File: src/rtl/rv32i_pkg.sv
// Shared definitions for the rv32i multi-cycle control path: FSM states, opcodes,
// ALU operation codes and datapath mux select encodings.
package rv32i_pkg;

  typedef enum logic [3:0] {
    ST_FETCH    = 4'd0,
    ST_DECODE   = 4'd1,
    ST_MEMADR   = 4'd2,
    ST_MEMREAD  = 4'd3,
    ST_MEMWB    = 4'd4,
    ST_MEMWRITE = 4'd5,
    ST_EXECUTER = 4'd6,
    ST_EXECUTEI = 4'd7,
    ST_ALUWB    = 4'd8,
    ST_BRANCH   = 4'd9,
    ST_JAL      = 4'd10,
    ST_JALR_ADR = 4'd11,
    ST_JALR_PC  = 4'd12,
    ST_LUI      = 4'd13,
    ST_AUIPC    = 4'd14,
    ST_TRAP     = 4'd15
  } estado_t;

  localparam logic [6:0] OP_LOAD   = 7'b0000011;
  localparam logic [6:0] OP_STORE  = 7'b0100011;
  localparam logic [6:0] OP_RTYPE  = 7'b0110011;
  localparam logic [6:0] OP_ITYPE  = 7'b0010011;
  localparam logic [6:0] OP_BRANCH = 7'b1100011;
  localparam logic [6:0] OP_JAL    = 7'b1101111;
  localparam logic [6:0] OP_JALR   = 7'b1100111;
  localparam logic [6:0] OP_LUI    = 7'b0110111;
  localparam logic [6:0] OP_AUIPC  = 7'b0010111;

  localparam logic [3:0] ALU_ADD = 4'b0000;
  localparam logic [3:0] ALU_SUB = 4'b0001;
  localparam logic [3:0] ALU_AND = 4'b0010;
  localparam logic [3:0] ALU_OR  = 4'b0011;
  localparam logic [3:0] ALU_XOR = 4'b0100;
  localparam logic [3:0] ALU_SLT = 4'b0101;
  localparam logic [3:0] ALU_SLL = 4'b0110;
  localparam logic [3:0] ALU_SRL = 4'b0111;
  localparam logic [3:0] ALU_SRA = 4'b1000;

  typedef enum logic [1:0] {
    ALUOP_ADD   = 2'b00,
    ALUOP_SUB   = 2'b01,
    ALUOP_FUNCT = 2'b10
  } alu_op_t;

  localparam logic       ADR_PC        = 1'b0;
  localparam logic       ADR_ALUOUT    = 1'b1;
  localparam logic [1:0] RES_ALUOUT    = 2'b00;
  localparam logic [1:0] RES_MEMDATA   = 2'b01;
  localparam logic [1:0] RES_ALURESULT = 2'b10;
  localparam logic [1:0] SRC_A_PC      = 2'b00;
  localparam logic [1:0] SRC_A_OLDPC   = 2'b01;
  localparam logic [1:0] SRC_A_RS1     = 2'b10;
  localparam logic [1:0] SRC_A_ZERO    = 2'b11;
  localparam logic [1:0] SRC_B_RS2     = 2'b00;
  localparam logic [1:0] SRC_B_IMM     = 2'b01;
  localparam logic [1:0] SRC_B_FOUR    = 2'b10;

  // Successor of DECODE; ST_TRAP marks an opcode the core does not implement.
  function automatic estado_t destino_decode(input logic [6:0] op);
    case (op)
      OP_LOAD, OP_STORE: destino_decode = ST_MEMADR;
      OP_RTYPE:          destino_decode = ST_EXECUTER;
      OP_ITYPE:          destino_decode = ST_EXECUTEI;
      OP_BRANCH:         destino_decode = ST_BRANCH;
      OP_JAL:            destino_decode = ST_JAL;
      OP_JALR:           destino_decode = ST_JALR_ADR;
      OP_LUI:            destino_decode = ST_LUI;
      OP_AUIPC:          destino_decode = ST_AUIPC;
      default:           destino_decode = ST_TRAP;
    endcase
  endfunction

endpackage

File: src/rtl/unidad_control_multiciclo_decodificador_alu.sv
// ALU control decoder: maps the FSM's ALU request plus funct3/funct7b5 to the
// ALU operation code.
module decodificador_alu
  import rv32i_pkg::*;
(
  input  alu_op_t    alu_op,
  input  logic [2:0] funct3,
  input  logic       funct7b5,
  input  logic [6:0] opcode,
  output logic [3:0] alu_control
);

  logic es_resta;

  // ADDI has no SUB form, so funct7b5 only selects SUB for register operands.
  assign es_resta = funct7b5 && (opcode == OP_RTYPE);

  // Operation selection
  always_comb begin
    alu_control = ALU_ADD;
    case (alu_op)
      ALUOP_ADD: alu_control = ALU_ADD;
      ALUOP_SUB: alu_control = ALU_SUB;
      ALUOP_FUNCT: begin
        case (funct3)
          3'b000:  alu_control = es_resta ? ALU_SUB : ALU_ADD;
          3'b001:  alu_control = ALU_SLL;
          3'b010:  alu_control = ALU_SLT;
          3'b100:  alu_control = ALU_XOR;
          3'b101:  alu_control = funct7b5 ? ALU_SRA : ALU_SRL;
          3'b110:  alu_control = ALU_OR;
          3'b111:  alu_control = ALU_AND;
          default: alu_control = ALU_ADD;
        endcase
      end
      default: alu_control = ALU_ADD;
    endcase
  end

endmodule

File: src/rtl/unidad_control_multiciclo.sv
// Multi-cycle rv32i control FSM. Define CONTROL_TRAP_EN to trap illegal opcodes
// (adds the excepcion port); otherwise they retire as a NOP from DECODE.
module unidad_control_multiciclo
  import rv32i_pkg::*;
#(
  parameter int ANCHO_ESTADO = 4
) (
  input  logic                    clk_RV,
  input  logic                    reset,
  input  logic [6:0]              opcode,
  input  logic [2:0]              funct3,
  input  logic                    funct7b5,
  input  logic                    zero,
  input  logic                    mem_ready,
  output logic                    pc_write,
  output logic                    ir_write,
  output logic                    adr_src,
  output logic                    mem_write,
  output logic                    reg_write,
  output logic [1:0]              result_src,
  output logic [1:0]              alu_src_a,
  output logic [1:0]              alu_src_b,
  output logic [3:0]              alu_control,
  output logic                    instr_done,
  output logic [ANCHO_ESTADO-1:0] estado
`ifdef CONTROL_TRAP_EN
  ,
  output logic                    excepcion
`endif
);

  estado_t state;
  estado_t destino;
  alu_op_t alu_op;
  logic    salto;

  assign destino = destino_decode(opcode);
  assign salto   = ((funct3 == 3'b000) && zero) || ((funct3 == 3'b001) && !zero);
  assign estado  = ANCHO_ESTADO'(state);
`ifdef CONTROL_TRAP_EN
  assign excepcion = (state == ST_TRAP);
`endif

  // State sequencing
  always_ff @(posedge clk_RV or posedge reset) begin
    if (reset) begin
      state <= ST_FETCH;
    end else begin
      case (state)
        ST_FETCH:    state <= mem_ready ? ST_DECODE : ST_FETCH;
`ifdef CONTROL_TRAP_EN
        ST_DECODE:   state <= destino;
        ST_TRAP:     state <= ST_TRAP;
`else
        ST_DECODE:   state <= (destino == ST_TRAP) ? ST_FETCH : destino;
        ST_TRAP:     state <= ST_FETCH;
`endif
        ST_MEMADR:   state <= (opcode == OP_LOAD) ? ST_MEMREAD : ST_MEMWRITE;
        ST_MEMREAD:  state <= mem_ready ? ST_MEMWB : ST_MEMREAD;
        ST_MEMWRITE: state <= mem_ready ? ST_FETCH : ST_MEMWRITE;
        ST_EXECUTER, ST_EXECUTEI, ST_JAL, ST_JALR_PC, ST_LUI, ST_AUIPC:
                     state <= ST_ALUWB;
        ST_JALR_ADR: state <= ST_JALR_PC;
        default:     state <= ST_FETCH;
      endcase
    end
  end

  // Datapath controls; reset forces every enable low regardless of state.
  always_comb begin
    pc_write   = 1'b0;
    ir_write   = 1'b0;
    adr_src    = ADR_PC;
    mem_write  = 1'b0;
    reg_write  = 1'b0;
    result_src = RES_ALUOUT;
    alu_src_a  = SRC_A_PC;
    alu_src_b  = SRC_B_RS2;
    alu_op     = ALUOP_ADD;
    instr_done = 1'b0;
    if (reset) begin
      alu_src_b  = SRC_B_FOUR;
      result_src = RES_ALURESULT;
    end else begin
      case (state)
        ST_FETCH: begin
          alu_src_b  = SRC_B_FOUR;
          result_src = RES_ALURESULT;
          ir_write   = mem_ready;
          pc_write   = mem_ready;
        end
        ST_DECODE: begin
          alu_src_a = SRC_A_OLDPC;
          alu_src_b = SRC_B_IMM;
`ifndef CONTROL_TRAP_EN
          instr_done = (destino == ST_TRAP);
`endif
        end
        ST_MEMADR, ST_JALR_ADR: begin
          alu_src_a = SRC_A_RS1;
          alu_src_b = SRC_B_IMM;
        end
        ST_MEMREAD: adr_src = ADR_ALUOUT;
        ST_MEMWB: begin
          result_src = RES_MEMDATA;
          reg_write  = 1'b1;
          instr_done = 1'b1;
        end
        ST_MEMWRITE: begin
          adr_src    = ADR_ALUOUT;
          mem_write  = 1'b1;
          instr_done = mem_ready;
        end
        ST_EXECUTER: begin
          alu_src_a = SRC_A_RS1;
          alu_op    = ALUOP_FUNCT;
        end
        ST_EXECUTEI: begin
          alu_src_a = SRC_A_RS1;
          alu_src_b = SRC_B_IMM;
          alu_op    = ALUOP_FUNCT;
        end
        ST_ALUWB: begin
          reg_write  = 1'b1;
          instr_done = 1'b1;
        end
        ST_BRANCH: begin
          alu_src_a  = SRC_A_RS1;
          alu_op     = ALUOP_SUB;
          pc_write   = salto;
          instr_done = 1'b1;
        end
        ST_JAL, ST_JALR_PC: begin
          alu_src_a = SRC_A_OLDPC;
          alu_src_b = SRC_B_FOUR;
          pc_write  = 1'b1;
        end
        ST_LUI: begin
          alu_src_a = SRC_A_ZERO;
          alu_src_b = SRC_B_IMM;
        end
        ST_AUIPC: begin
          alu_src_a = SRC_A_OLDPC;
          alu_src_b = SRC_B_IMM;
        end
        default: alu_op = ALUOP_ADD;
      endcase
    end
  end

  decodificador_alu u_decodificador_alu (
    .alu_op      (alu_op),
    .funct3      (funct3),
    .funct7b5    (funct7b5),
    .opcode      (opcode),
    .alu_control (alu_control)
  );

endmodule

File: config.mk
export PLATFORM = sky130hd
export DESIGN_NAME = unidad_control_multiciclo
export DESIGN_NICKNAME = d
export VERILOG_FILES = /design/src/rtl/rv32i_pkg.sv /design/src/rtl/unidad_control_multiciclo_decodificador_alu.sv /design/src/rtl/unidad_control_multiciclo.sv
export SDC_FILE = /design/constraint.sdc
export NUM_CORES = 1
export LEC_CHECK = 0
export CELL_PAD_IN_SITES_DETAIL_PLACEMENT = 0
export CELL_PAD_IN_SITES_GLOBAL_PLACEMENT = 1
export CORE_ASPECT_RATIO = 1.75
export CORE_UTILIZATION = 26
export CTS_CLUSTER_SIZE = 24
export DETAILED_ROUTE_END_ITERATION = 12
export GPL_TIMING_DRIVEN = 0
export PLACE_DENSITY_LB_ADDON = 0.1
export SYNTH_ARGS = -nofsm -noshare
export SYNTH_HDL_FRONTEND = slang
export SYNTH_SLANG_ARGS = --single-unit
File: constraint.sdc
create_clock -name clk_RV -period 2.31 [get_ports clk_RV]
set_clock_uncertainty 0.1 [all_clocks]
set_input_delay 0.462 -clock clk_RV [delete_from_list [all_inputs] [get_ports clk_RV]]
set_output_delay 0.462 -clock clk_RV [all_outputs]
set_load 0.05 [all_outputs]
==> flow_summary.ini, run 1 <==
[floorplanning]
die_y_um = 77.5
core_um2 = 3110
start_util_pct = 27.3
rows = 27
ios = 35
dieArea_um2 = 3500
die_width_um = 45.1

[global_route]
grt_max_degree = 11
grtUsageTotal_pct = 16.6
grt_pass1_vias = 1021
antenna_found_initial = 0
grt_pass1_wl_um = 4590
grt_overflow_total = 0

[clock_tree]
cts_sinks = 4
cts_buffers = 3
cts_tree = built
clockBufferDepth = 2
htree_levels = 1
clk_pin_slew_worst_paths_ps = 30
clkLatencyLatePin_ps = 210
cts-hold-fix-buffers = 0
cts-root-buf = clkbuf_8

[finish]
drive_gt1_share_pct = 47.2
largest_register_ff_count = 4
finalInstanceArea_um2 = 1580
finalNonFillerCells = 219
filler_cell_count = 337
syn2layout_area_growth_pct = 86.1
n_antenna_cell = 0
postLayoutCoreUtil_pct = 50.7
nets = 195

[placed_design]
dp_hpwl_um = 2080
place.gp.congestion = 0.743
port_buffers = 31
dpl.cell_count = 202
placed_area_um2 = 1370

[sta]
setup_viol = 4
slew_violations = 0
hold_viol = 0
period_share_pct = 109
holdWs_ps = 318
min_period_ps = 2510
tightest_slew_ps = 492
fmax_ghz = 0.399
rsz0062_at_grt = yes
worst_slack_ps = -198
relSlewSlack_pct = 67.1

[synth]
synth_warnings = 0
synth_area_leaders = dfrtp_1 (12%), nand2b_1 (7.4%), a21oi_1 (6.5%), nor2_1 (6.2%), nand2_1 (5.3%)
yosysMostFrequentCell = nor2_1
yosys.area.top_type = dfrtp_1
synth.avg_cell_area_um2 = 6.62
synthesis.area_um2 = 847
synth_fp_nets = 145
synth_top_cells_by_count = nor2_1 (14), nand2_1 (12), a21oi_1 (11)
postSynth.asyncResetShare_pct = 100
ys_types = 44
synth_flop_cell = dfrtp_1
synth-seq-cells = 4
yosysSeqAreaShare_pct = 11.8
synth_edf_count = 0
synth_top_cell_area_share_pct = 11.8
postSynthCellCount = 128

[detailed_routing]
first_iter_violations = 20
postRouteAntennaNets = 0
drc_errors = 0
routed_wl_um = 2800
wl_per_cell_um = 12.8
routed-via-count = 1106
first_pass_iters = 4
viasPerCell = 5.05

[worst_setup_path]
required_ps = 1750
cp_max_fo = 5
worstSetupPathType = reg -> out
start_kind = flip-flop
cp-end-kind = output port
cp.arrival_ps = 1950

[pwr]
power_density_nw_per_um2 = 398
leakage_nw = 0.631
total_power_mw = 0.627
ir_drop_mv = 0.341

[status]
violations = negative setup slack
status = complete, but fails checks

[flow_run]
cap_violations = 0

[worst_hold_path]
min_path_type = in -> async
[area by class of cell]
cell class	count	area, um2	area share (%)
plain buffers	8	73.8	4.68
clock buffers	3	41.3	2.62
inverters	5	18.8	1.19
multi-input cells	108	872	55.3
flip-flops and latches	4	105	6.67
well taps	43	53.8	3.41
repair buffers	48	412	26.1
[worst paths after layout]
| kind | slack (ps) | depth (start not counted) | end | from |
|---|---|---|---|---|
| max | -200 | 6 | alu_control[2] | estado[2]$_DFF_PP0_ |
| min reg2reg | 610 | 2 | estado[0]$_DFF_PP0_ | estado[3]$_DFF_PP0_ |
| max in group asynchronous | 1520 | 2 | estado[0]$_DFF_PP0_ | reset |
| max reg2reg | 690 | 5 | estado[3]$_DFF_PP0_ | estado[0]$_DFF_PP0_ |
| min | 320 | 2 | estado[3]$_DFF_PP0_ | reset |
| min in group clk_RV | 470 | 4 | estado[0]$_DFF_PP0_ | opcode[3] |
[worst max-delay path: stages, from the launching register on]
cell       delay [ps]
dfrtp_2           420
nand2b_4          150
or3_4             380
ha_4              220
nand2b_4          160
a2111oi_4         200
buf_6             200
[per-layer routing]
layer	track usage [%]	share of wire, %
met5	0	0
met1	20.1	40
met3	1.40	2.2
met2	30.9	57
met4	1.82	0
[through the flow]
stage / worst slack [ps] / setup TNS, ps
after floorplan: -451 / -1410
after global placement: -1060 / -8960
after detailed placement: -1060 / -8980
after CTS: -281 / -664
after global routing: -255 / -870
final: -198 / -592
[cell families (layout without fill, tap and decap cells)]
kind of cell / count (synthesis) / after routing / synth area share [%]
simple gates: 66 / 66 / 42.2
xor+xnor: 4 / 4 / 4.14
mux: 2 / 2 / 2.51
compound gates: 34 / 34 / 26.9
flops: 4 / 4 / 11.8
buf+inv: 16 / 64 / 9.45
fa+ha+maj: 2 / 2 / 2.95
[placed cells by master (no fill, tap or decap), drive strengths merged, types with 3 or more instances in the layout]
cell type / instances
nand3: 4
nor3: 5
nand2: 12
dlygate4sd2: 4
clkdlybuf4s50: 6
inv: 5
nor2b: 6
buf: 35
o21ai: 5
xnor2: 3
a22oi: 3
a21oi: 11
or3: 3
dfrtp: 4
clkbuf: 9
nor2: 14
clkdlybuf4s15: 3
nand2b: 10
[timing repair]
item	in CTS	in global routing
setup endpoints to repair	16	13
buffers inserted	9	8
cloned	0	0
pin swaps	6	5
gates resized for setup	100	26
[power breakdown]
part | leakage, nW | switching, mW | total, mW | internal, mW
Sequential | 0.0479 | 0.00621 | 0.0837 | 0.0775
Combinational | 0.561 | 0.238 | 0.400 | 0.162
Clock | 0.0216 | 0.0326 | 0.143 | 0.111
Power figures use the tool's default switching activity.
==> run 2, diff against run 1 <==
--- a/config.mk
+++ b/config.mk
@@ -11,6 +11,7 @@
 export CORE_UTILIZATION = 26
 export CTS_CLUSTER_SIZE = 24
 export DETAILED_ROUTE_END_ITERATION = 12
+export GPL_ROUTABILITY_DRIVEN = 0
 export GPL_TIMING_DRIVEN = 0
 export PLACE_DENSITY_LB_ADDON = 0.1
 export SYNTH_ARGS = -nofsm -noshare
==> results of run 2 <==
The final DEF is identical to that of run 1; final timing and power are the same.
